<file path="src/rtl/bin2bcd_seq.sv">
// Sequential double-dabble binary-to-BCD converter, one input bit per clock (BIN_W cycles after accept).
// Output is held in DONE until out_ready; in_ready only in IDLE. Optional BIN2BCD_SIGNED_EN: two's-complement input, sign on out_neg.
module bin2bcd_seq #(
    parameter int BIN_W  = 16,
    parameter int DIGITS = 5
) (
    input  logic                  clk,
    input  logic                  rst_n,
    input  logic                  in_valid,
    output logic                  in_ready,
    input  logic [BIN_W-1:0]      in_bin,
    output logic                  out_valid,
    input  logic                  out_ready,
    output logic [4*DIGITS-1:0]   out_bcd,
    output logic                  out_neg
);

    localparam int BCD_W = 4 * DIGITS;
    localparam int CNT_W = $clog2(BIN_W + 1);

    // 10^DIGITS is built up only until it exceeds the largest input, so it never overflows.
    function automatic bit cfg_ok();
        longint unsigned maxv;
        longint unsigned p;
        maxv = (64'(1) << BIN_W) - 64'(1);
        p    = 64'(1);
        for (int i = 0; i < DIGITS; i++) begin
            if (p <= maxv) p = p * 64'(10);
        end
        return (p > maxv);
    endfunction

    localparam bit CFG_OK = (BIN_W >= 1) && (BIN_W <= 32) && cfg_ok();

    generate
        if (!CFG_OK) begin : g_cfg_err
            $error("bin2bcd_seq: DIGITS too small for BIN_W, or BIN_W outside 1..32");
        end
    endgenerate

    typedef enum logic [1:0] {IDLE, SHIFT, DONE} state_t;

    state_t             state;
    logic [BIN_W-1:0]   shift_q;
    logic [BCD_W-1:0]   bcd_q;
    logic [CNT_W-1:0]   cnt_q;
    logic [BCD_W-1:0]   bcd_adj;
    logic [BCD_W-1:0]   bcd_nxt;
    logic [BIN_W-1:0]   load_val;

    assign in_ready = (state == IDLE);

    always_comb begin
        bcd_adj = bcd_q;
        for (int k = 0; k < DIGITS; k++) begin
            if (bcd_q[4*k +: 4] >= 4'd5) bcd_adj[4*k +: 4] = bcd_q[4*k +: 4] + 4'd3;
        end
    end

    assign bcd_nxt = {bcd_adj[BCD_W-2:0], shift_q[BIN_W-1]};

`ifdef BIN2BCD_SIGNED_EN
    logic [BIN_W:0] ext_bin;
    logic [BIN_W:0] mag;
    logic           sign_q;
    logic           neg_q;

    // The extra bit keeps -2^(BIN_W-1) exact; its magnitude still fits in BIN_W bits.
    assign ext_bin  = {in_bin[BIN_W-1], in_bin};
    assign mag      = ext_bin[BIN_W] ? (~ext_bin + 1'b1) : ext_bin;
    assign load_val = mag[BIN_W-1:0];
    assign out_neg  = neg_q;
`else
    assign load_val = in_bin;
    assign out_neg  = 1'b0;
`endif

    always_ff @(posedge clk or negedge rst_n) begin
        if (!rst_n) begin
            state     <= IDLE;
            shift_q   <= '0;
            bcd_q     <= '0;
            cnt_q     <= '0;
            out_valid <= 1'b0;
            out_bcd   <= '0;
`ifdef BIN2BCD_SIGNED_EN
            sign_q    <= 1'b0;
            neg_q     <= 1'b0;
`endif
        end else begin
            case (state)
                IDLE: begin
                    if (in_valid && in_ready) begin
                        shift_q <= load_val;
                        bcd_q   <= '0;
                        cnt_q   <= CNT_W'(BIN_W);
`ifdef BIN2BCD_SIGNED_EN
                        sign_q  <= in_bin[BIN_W-1];
`endif
                        state   <= SHIFT;
                    end
                end
                SHIFT: begin
                    bcd_q   <= bcd_nxt;
                    shift_q <= shift_q << 1;
                    cnt_q   <= cnt_q - 1'b1;
                    if (cnt_q == CNT_W'(1)) begin
                        out_bcd   <= bcd_nxt;
                        out_valid <= 1'b1;
`ifdef BIN2BCD_SIGNED_EN
                        neg_q     <= sign_q;
`endif
                        state     <= DONE;
                    end
                end
                DONE: begin
                    if (out_ready) begin
                        out_valid <= 1'b0;
                        state     <= IDLE;
                    end
                end
                default: state <= IDLE;
            endcase
        end
    end

endmodule

</file>
<file path="config.mk">
export PLATFORM = sky130hd
export DESIGN_NAME = bin2bcd_seq
export DESIGN_NICKNAME = d
export VERILOG_FILES = /design/src/rtl/bin2bcd_seq.sv
export SDC_FILE = /design/constraint.sdc
export NUM_CORES = 1
export LEC_CHECK = 0
export BUFFER_PORTS_ARGS = -buffer_cell sky130_fd_sc_hd__buf_4
export CAP_MARGIN = 20
export CORE_MARGIN = 4
export CORE_UTILIZATION = 35
export DETAILED_ROUTE_END_ITERATION = 12
export PLACE_DENSITY = 0.55
export SLEW_MARGIN = 20
export SYNTH_ARGS = -nofsm -noshare
export SYNTH_HDL_FRONTEND = slang
export SYNTH_SLANG_ARGS = --single-unit
</file>
<file path="constraint.sdc">
create_clock -name clk -period 2 [get_ports clk]
set_input_delay 0.4 -clock clk [delete_from_list [all_inputs] [get_ports clk]]
set_output_delay 0.4 -clock clk [all_outputs]
set_load 0.005 [all_outputs]
</file>
Word level (Yosys, flattened, before mapping). Index checks and enable logic that the tools add are counted.

Register bits after elaboration: 64. Output and inout bits: 23. Word-level logic and storage cells: 49.

$add $sub $neg: 6. Order comparisons: 5. Equality and inequality tests: 6. Muxes and demuxes: 18. Reductions and logical operators: 8.

Operator list (number): $pmux W20 S2 (1); $pmux W16 S2 (1); $ge A4 B3 Y1 const B (5); $mux W20 (1); $add A4 B2 Y4 const B (4); $mux W16 (1); $mux W4 (4); $pmux W5 S2 (1); $mux W2 (3); $pmux W2 S3 (1); $reduce_and A3 Y1 (2); $eq A5 B1 Y1 const B (1); $mux W5 (1); $sub A5 B1 Y5 const B (1); $ne A2 B2 Y1 const B (2); $reduce_and A2 Y1 (2); $reduce_bool A2 Y1 (2); $add A3 B2 Y3 const B (1); $mux W3 (1); $eq A2 B1 Y1 const B (1); $eq A2 B2 Y1 const B (1); $logic_not A2 Y1 (1); $mux W1 (2); $ne A2 B1 Y1 const B (1); other kinds (2) (2).

Logic depth before layout (Yosys ltp). Gate-level depths: netlist of run 1.

Depth after elaboration: 4. Gate-level depth with buffers: 7. Gate-level depth less buffers: 6.

Worst setup path after synthesis of run 1. Ideal clock, no wire load.

Path kind: reg-to-reg. From: register bcd_q[4]. To: register out_bcd[6]. Arrival time: 1.456 ns. Data required time: 1.917 ns. Setup slack: 0.461 ns. Cell stages (with the launch flop): 7. Path buffers: 0. Cells stage by stage: dfrtp_1 > inv_1 > ha_1 > nand2b_1 > a21oi_1 > mux2_2 > o21ai_0.

Longest elaborated chain between the ends: 2. Elaborated cells on any way between the ends: 3. Those cells by class: add/sub (1); order compare (1); mux (1).

RTL lines: start: declaration (RTL line 45) `logic [BCD_W-1:0] bcd_q;`; start signal: assignment (RTL line 104) `bcd_q <= bcd_nxt;`; $add A4 B2 Y4 / $ge A4 B3 Y1 (equally long branches) (RTL line 56) `if (bcd_q[4*k +: 4] >= 4'd5) bcd_adj[4*k +: 4] = bcd_q[4*k +: 4] + 4'd3;`; $mux W4 (*) (RTL line 56); end signal: assignment (RTL line 108) `out_bcd <= bcd_nxt;`; end: declaration (RTL line 14) `output logic [4*DIGITS-1:0] out_bcd,`.

Every way passes the cells marked *; elsewhere a longest branch is shown, timed or not. A chain may end at the register's enable or synchronous reset.

Worst setup path in the final report of run 1. Same ends and word-level chain as after synthesis.

==> qor.csv, run 1 <==
metric;value;unit
area_growth;22.0;%
finalCriticalPeriod;1700;ps
cp_slowest_cell;dfrtp_1;
arrival;1960;ps
final_cell_mix;dfrtp_1, o21ai_0, nand2_1;
cts_root_buf;clkbuf_8;
vias_per_cell;4.93;
drt_iter0_markers;98;
grt_start_max_net_pins;41;
power_density;1480;mW/mm^2
peakVddDrop;571;uV
die_area;0.0102;sq mm
setup_viol;0;
cp_max_fo;5;
drv_cap;0;
p_int;3450;uW
final_antenna_net_count;0;
leakage;0.00168;uW
yosys.cell_types.count;25;
drive_above_1_share;0.213;
rrSetupSlack;300;ps
track_usage;0.134;
synth_cells;314;
crit_chain;inv_1, ha_1, nand2b_1, a21oi_1, mux2_2, o21ai_0;
overflow;0;
numClockSinks;64;
nNetsFinal;394;
yosysWarnings;0;
io_pins;43;
timing.rr.start;bcd_q[4];
crit_end;out_bcd[6];
numPortBuffers;41;
combPwrFrac;0.395;
grt_pass1_vias;2282;
place.detailed.hpwl;4.45;mm
antenna_found_initial;0;
rsz0062_at_grt;no;
gp_congestion;0.751;
ys_ff_latch;64;
max_freq;0.587;GHz
drv_slew;0;
core.rowCount;33;
syn_area_per_cell;9.68;sq um
switching_power;2050;uW
drt_wl_total;6.40;mm
clk_pin_slew_worst_paths;70;ps
crit_path_start;bcd_q[4];
slowest_delay;410;ps
die_w;101;um
grt_pass1_wl;10.9;mm
clockBufferDepth;2;
yosysSeqAreaShare;0.527;
cp-start-kind;flip-flop;
cts_buffers;9;
outcome;finished, final reports clean;
dr_total_vias;2326;
hold_viol;0;
min_period_over_period;0.851;
cts_tree;done;
reg2reg_to;out_bcd[6];
syn_nets;346;
reg2regPathDepth;6;
critPathKind;flip-flop to flip-flop;
htreeDepth;3;
skew;11.2;ps
power.total;5500;uW
n_antenna_cell;0;
netlist_area;0.00304;sq mm
crit_required;2260;ps
die_y;101;um
wire_per_inst;13.6;um
post_cts_resized;0;
clkPwrFrac;0.198;
async_flop_share;1.00;
drc_errors;0;
coreArea;0.00834;sq mm
synth_edf_count;0;
hold_class;primary input to flip-flop;
seqPwrFrac;0.407;
start_util;0.365;
insertion_delay;340;ps
final_common_cell;dfrtp_1;
worst_setup_path_end_kind;flip-flop;
drt_first_pass_iters;4;
tns;0;ps
synth-main-ff-cell;dfrtp_1;
swShare;0.373;
-- cells in the mapped netlist, types with 2 or more instances --
cell type   n  area [sq um]
ha_1       12           150
nor3_1      5          25.0
nand3_1     7          35.0
nand2_1    53           199
mux2_4      2          30.0
a22o_1      2          17.5
nand2b_1    8          50.1
dfrtp_1    64          1600
nor2b_1     7          43.8
mux2_2      5          56.3
buf_2       7          35.0
nor3b_1     9          67.6
clkbuf_1    8          30.0
xnor2_1     6          52.6
inv_1      14          52.6
nor4b_2     2          30.0
a21oi_1    19          95.1
a22oi_1    15           113
o21ai_0    63           315
-- routing by layer --
layer | vias up | track usage | wire, um
li1 | 1181 | - | -
met1 | 1086 | 0.175 | 3100
met2 | 51 | 0.212 | 2900
met3 | 8 | 0.0455 | 324
met4 | 0 | 0.0409 | 69
met5 | - | 0 | 0
-- registers in the layout (all words and copies together), names as in the netlist --
signal     cells
bcd_q         20
out_bcd       20
shift_q       16
cnt_q          5
state          2
out_valid      1
-- how the worst min path moves through the flow --
| stage | from | endpoint | cells past startpoint | slack (ps) |
|---|---|---|---|---|
| after global placement | rst_n | out_bcd[5] | 1 | 350 |
| after floorplan | rst_n | bcd_q[0] | 0 | 100 |
| after detailed placement | rst_n | out_bcd[5] | 1 | 350 |
| after CTS | out_ready | state[1] | 2 | 270 |
| after global routing | out_ready | state[1] | 2 | 280 |
| final | out_ready | state[1] | 2 | 300 |
-- worst max-delay path, delay by kind of cell (launching register included) --
family                     cells  cell delay (ps)
and+or+nand+nor                1               90
muxes                          1              380
adders and majority gates      1              240
AOI/OAI and AO/OA              2              400
DFF                            1              410
buffers and inverters          1              100
-- repair_timing --
item | in CTS | in global routing
hold endpoints to repair | 27 | 0
setup buffers | 0 | 0
setup endpoints to repair | 0 | 0
hold buffers | 1 | 0
-- metrics by stage --
| stage | hold slack (ps) | util | std cells | setup slack, ps | instance area [sq um] |
|---|---|---|---|---|---|
| 2_1_floorplan | 104 | - | 314 | 461 | 3040 |
| 3_3_place_gp | 354 | 0.420 | 455 | 331 | 3500 |
| 3_5_place_dp | 350 | 0.420 | 455 | 286 | 3500 |
| 4_1_cts | 269 | 0.445 | 472 | 275 | 3710 |
| 5_1_grt | 278 | 0.445 | 472 | 139 | 3710 |
| 6_report | 296 | 0.445 | 472 | 297 | 3710 |
-- power by group through the flow --
stage / registers, uW / clock network [uW] / logic (uW)
CTS: 2240 / 1130 / 2230
global placement: 2240 / 0 / 2160
finish: 2240 / 1090 / 2170
detailed placement: 2260 / 0 / 2220
floorplan: 2170 / 0 / 1470
global route: 2320 / 1180 / 2520
-- cell type report --
cell class	instances	area [sq um]
Inverter	14	52.6
Multi-Input combinational cell	220	1310
Fill cell	846	4630
Clock buffer	9	124
Clock inverter	7	72.6
Timing Repair Buffer	53	413
Sequential cell	64	1600
Tap cell	105	131
-- kinds of logic (layout without fill, tap and decap cells) --
kind of cell    count (synthesis)  in the layout  share of synthesized area
compound gates                100            100                      0.181
simple gates                   94             94                      0.154
flops                          64             64                      0.527
buf+inv                        30             83                     0.0412
fa+ha+maj                      12             12                     0.0494
mux                             7              7                     0.0284
xor+xnor                        6              6                     0.0173
other cells                     1              1                    0.00123
Power figures use the tool's default switching activity.
==> inputs of run 2 (changes only) <==
- CELL_PAD_IN_SITES_DETAIL_PLACEMENT: not set -> 2
- CELL_PAD_IN_SITES_GLOBAL_PLACEMENT: not set -> 2
- PLACE_DENSITY: 0.55 -> 0.8
==> run 2 against run 1 <==
Combinational power rose by 6%. Worst hold slack got worse by 26 ps. Wire length rose by 26%. Sequential cell count did not move. Final cell count fell by 0.21%. Clock skew fell by 2.6 ps. Non-clock buffer count fell by 1. Fmax fell by 5.8%. Clock power rose by 5%. Utilization rose by 0.090 points. Critical endpoint is now out_bcd[2].
==> qor.csv, run 2 (synthesis results as in run 1) <==
metric;value;unit;change
outcome;finished, final reports clean;;unchanged
cp-start-kind;flip-flop;;unchanged
swShare;0.383;;was 0.373
core.rowCount;33;;unchanged
grt_start_max_net_pins;41;;unchanged
clk_pin_slew_worst_paths;70;ps;about the same
power_density;1530;mW/mm^2;was 1480 mW/mm^2
power.total;5700;uW;was 5500 uW
hold_class;primary input to flip-flop;;unchanged
switching_power;2180;uW;was 2050 uW
skew;8.58;ps;was 11.2 ps
htreeDepth;3;;unchanged
track_usage;0.172;;was 0.134
fin_ws;193;ps;was 297 ps
wire_per_inst;17.1;um;was 13.6 um
crit_chain;inv_1, ha_1, nand2b_1, a21oi_1, mux2_2, o21ai_0;;unchanged
nNetsFinal;393;;was 394
drt_iter0_markers;53;;was 98
setup_viol;0;;unchanged
overflow;0;;unchanged
n_antenna_cell;0;;unchanged
numPortBuffers;41;;unchanged
final-seq-area;0.00160;sq mm;unchanged
cp_slowest_cell;dfrtp_1;;unchanged
drc_errors;0;;unchanged
die_area;0.0102;sq mm;unchanged
cts_tree;done;;unchanged
die_w;101;um;unchanged
start_util;0.365;;unchanged
cts_root_buf;clkbuf_8;;unchanged
clockBufferDepth;2;;unchanged
grt_pass1_vias;2790;;was 2282
critPathKind;flip-flop to flip-flop;;unchanged
layout.cells.non_filler;471;;was 472
cts_buffers;9;;unchanged
min_period_over_period;0.904;;was 0.851
cp_max_fo;5;;unchanged
multi_input_area;0.00131;sq mm;unchanged
p_int;3520;uW;was 3450 uW
dr_total_vias;2490;;was 2326
fillers;915;;was 846
final_antenna_net_count;0;;unchanged
crit_required;2250;ps;was 2260 ps
antenna_found_initial;0;;unchanged
seqPwrFrac;0.398;;was 0.407
maxSlewHeadroom;0.610;;
die_y;101;um;unchanged
peakVddDrop;585;uV;was 571 uV
drive_above_1_share;0.205;;was 0.213
finalCriticalPeriod;1810;ps;was 1700 ps
place_inst;454;;was 455
slowest_delay;410;ps;about the same
final_util;0.446;;was 0.445
worst_slew_pin_slew;585;ps;
area_growth;22.2;%;was 22.0%
numClockSinks;64;;unchanged
drv_cap;0;;unchanged
leakage;0.00169;uW;was 0.00168 uW
reg.largest.list;bcd_q x20, out_bcd x20, shift_q x16;;unchanged
drt_first_pass_iters;4;;unchanged
clkPwrFrac;0.199;;was 0.198
max_freq;0.553;GHz;was 0.587 GHz
insertion_delay;340;ps;about the same
vias_per_cell;5.29;;was 4.93
place.detailed.hpwl;5.69;mm;was 4.45 mm
tns;0;ps;unchanged
gp_congestion;0.761;;was 0.751
drv_slew;0;;unchanged
io_pins;43;;unchanged
final_cell_mix;dfrtp_1, o21ai_0, nand2_1;;unchanged
hold_viol;0;;unchanged
combPwrFrac;0.403;;was 0.395
worst_setup_path_end_kind;flip-flop;;unchanged
coreArea;0.00834;sq mm;unchanged
arrival;2060;ps;was 1960 ps
final_common_cell;dfrtp_1;;unchanged
rsz0062_at_grt;no;;unchanged
pre_cts_ws;195;ps;was 286 ps
drt_wl_total;8.03;mm;was 6.40 mm
grt_pass1_wl;13.8;mm;was 10.9 mm
run 2: cell count changes in the layout (fill, tap and decap cells not counted), sizes merged:
cell      delta
clkinv       -2
clkbuf       +4
buf          -1
clkinvlp     -2
run 2: timing repair:
action | CTS | global route
hold buffers | 1 | 0
setup endpoints to repair | 0 | 0
buffers inserted | 0 | 0
endpoints found under the hold margin | 27 | 0
resized for setup | 0 | 0
run 2: final timing paths:
| check | depth (start not counted) | slack, ps | endpoint | startpoint |
|---|---|---|---|---|
| setup / recovery | 6 | 190 | out_bcd[2] | bcd_q[0] |
| hold / removal | 2 | 270 | state[1] | out_ready |
| setup reg to reg | 6 | 190 | out_bcd[2] | bcd_q[0] |
| hold reg to reg | 2 | 490 | shift_q[1] | shift_q[1] |
| max in group asynchronous | 3 | 940 | bcd_q[18] | rst_n |
| min in group asynchronous | 2 | 520 | out_bcd[5] | rst_n |
run 2: per-stage QoR:
stage,cell area (sq um),hold slack [ps]
2_1_floorplan,3040,104
3_3_place_gp,3510,357
3_5_place_dp,3510,362
4_1_cts,3720,257
5_1_grt,3720,257
6_report,3720,269
run 2: layout make-up:
| class | count | share of cell area |
|---|---|---|
| clock inverters | 3 | 0.0108 |
| well taps | 105 | 0.0354 |
| flip-flops and latches | 64 | 0.431 |
| clock buffers | 13 | 0.0428 |
| inverters | 14 | 0.0141 |
| multi-input cells | 220 | 0.354 |
| repair buffers | 52 | 0.112 |
run 2: power groups by stage:
| stage | clock (uW) | combinational [uW] | sequential (uW) |
|---|---|---|---|
| global route | 1240 | 2620 | 2360 |
| detailed placement | 0 | 2330 | 2300 |
| CTS | 1180 | 2360 | 2280 |
| floorplan | 0 | 1470 | 2170 |
| finish | 1140 | 2300 | 2270 |
| global placement | 0 | 2180 | 2240 |
run 2: routing by layer:
layer  vias up  GRT usage  part of all wire
met5         -          0                 0
met4         0     0.0429            0.0076
met3         7     0.0441             0.039
met2        41      0.310              0.53
met1      1272      0.202              0.42
li1       1170          -                 -
run 2: critical path: cells and delay by family (launching register included):
family,cells,cell delay (ps)
DFF,1,410
and+or+nand+nor,1,90
muxes,1,400
buffers and inverters,1,110
AOI/OAI and AO/OA,2,450
adders and majority gates,1,250
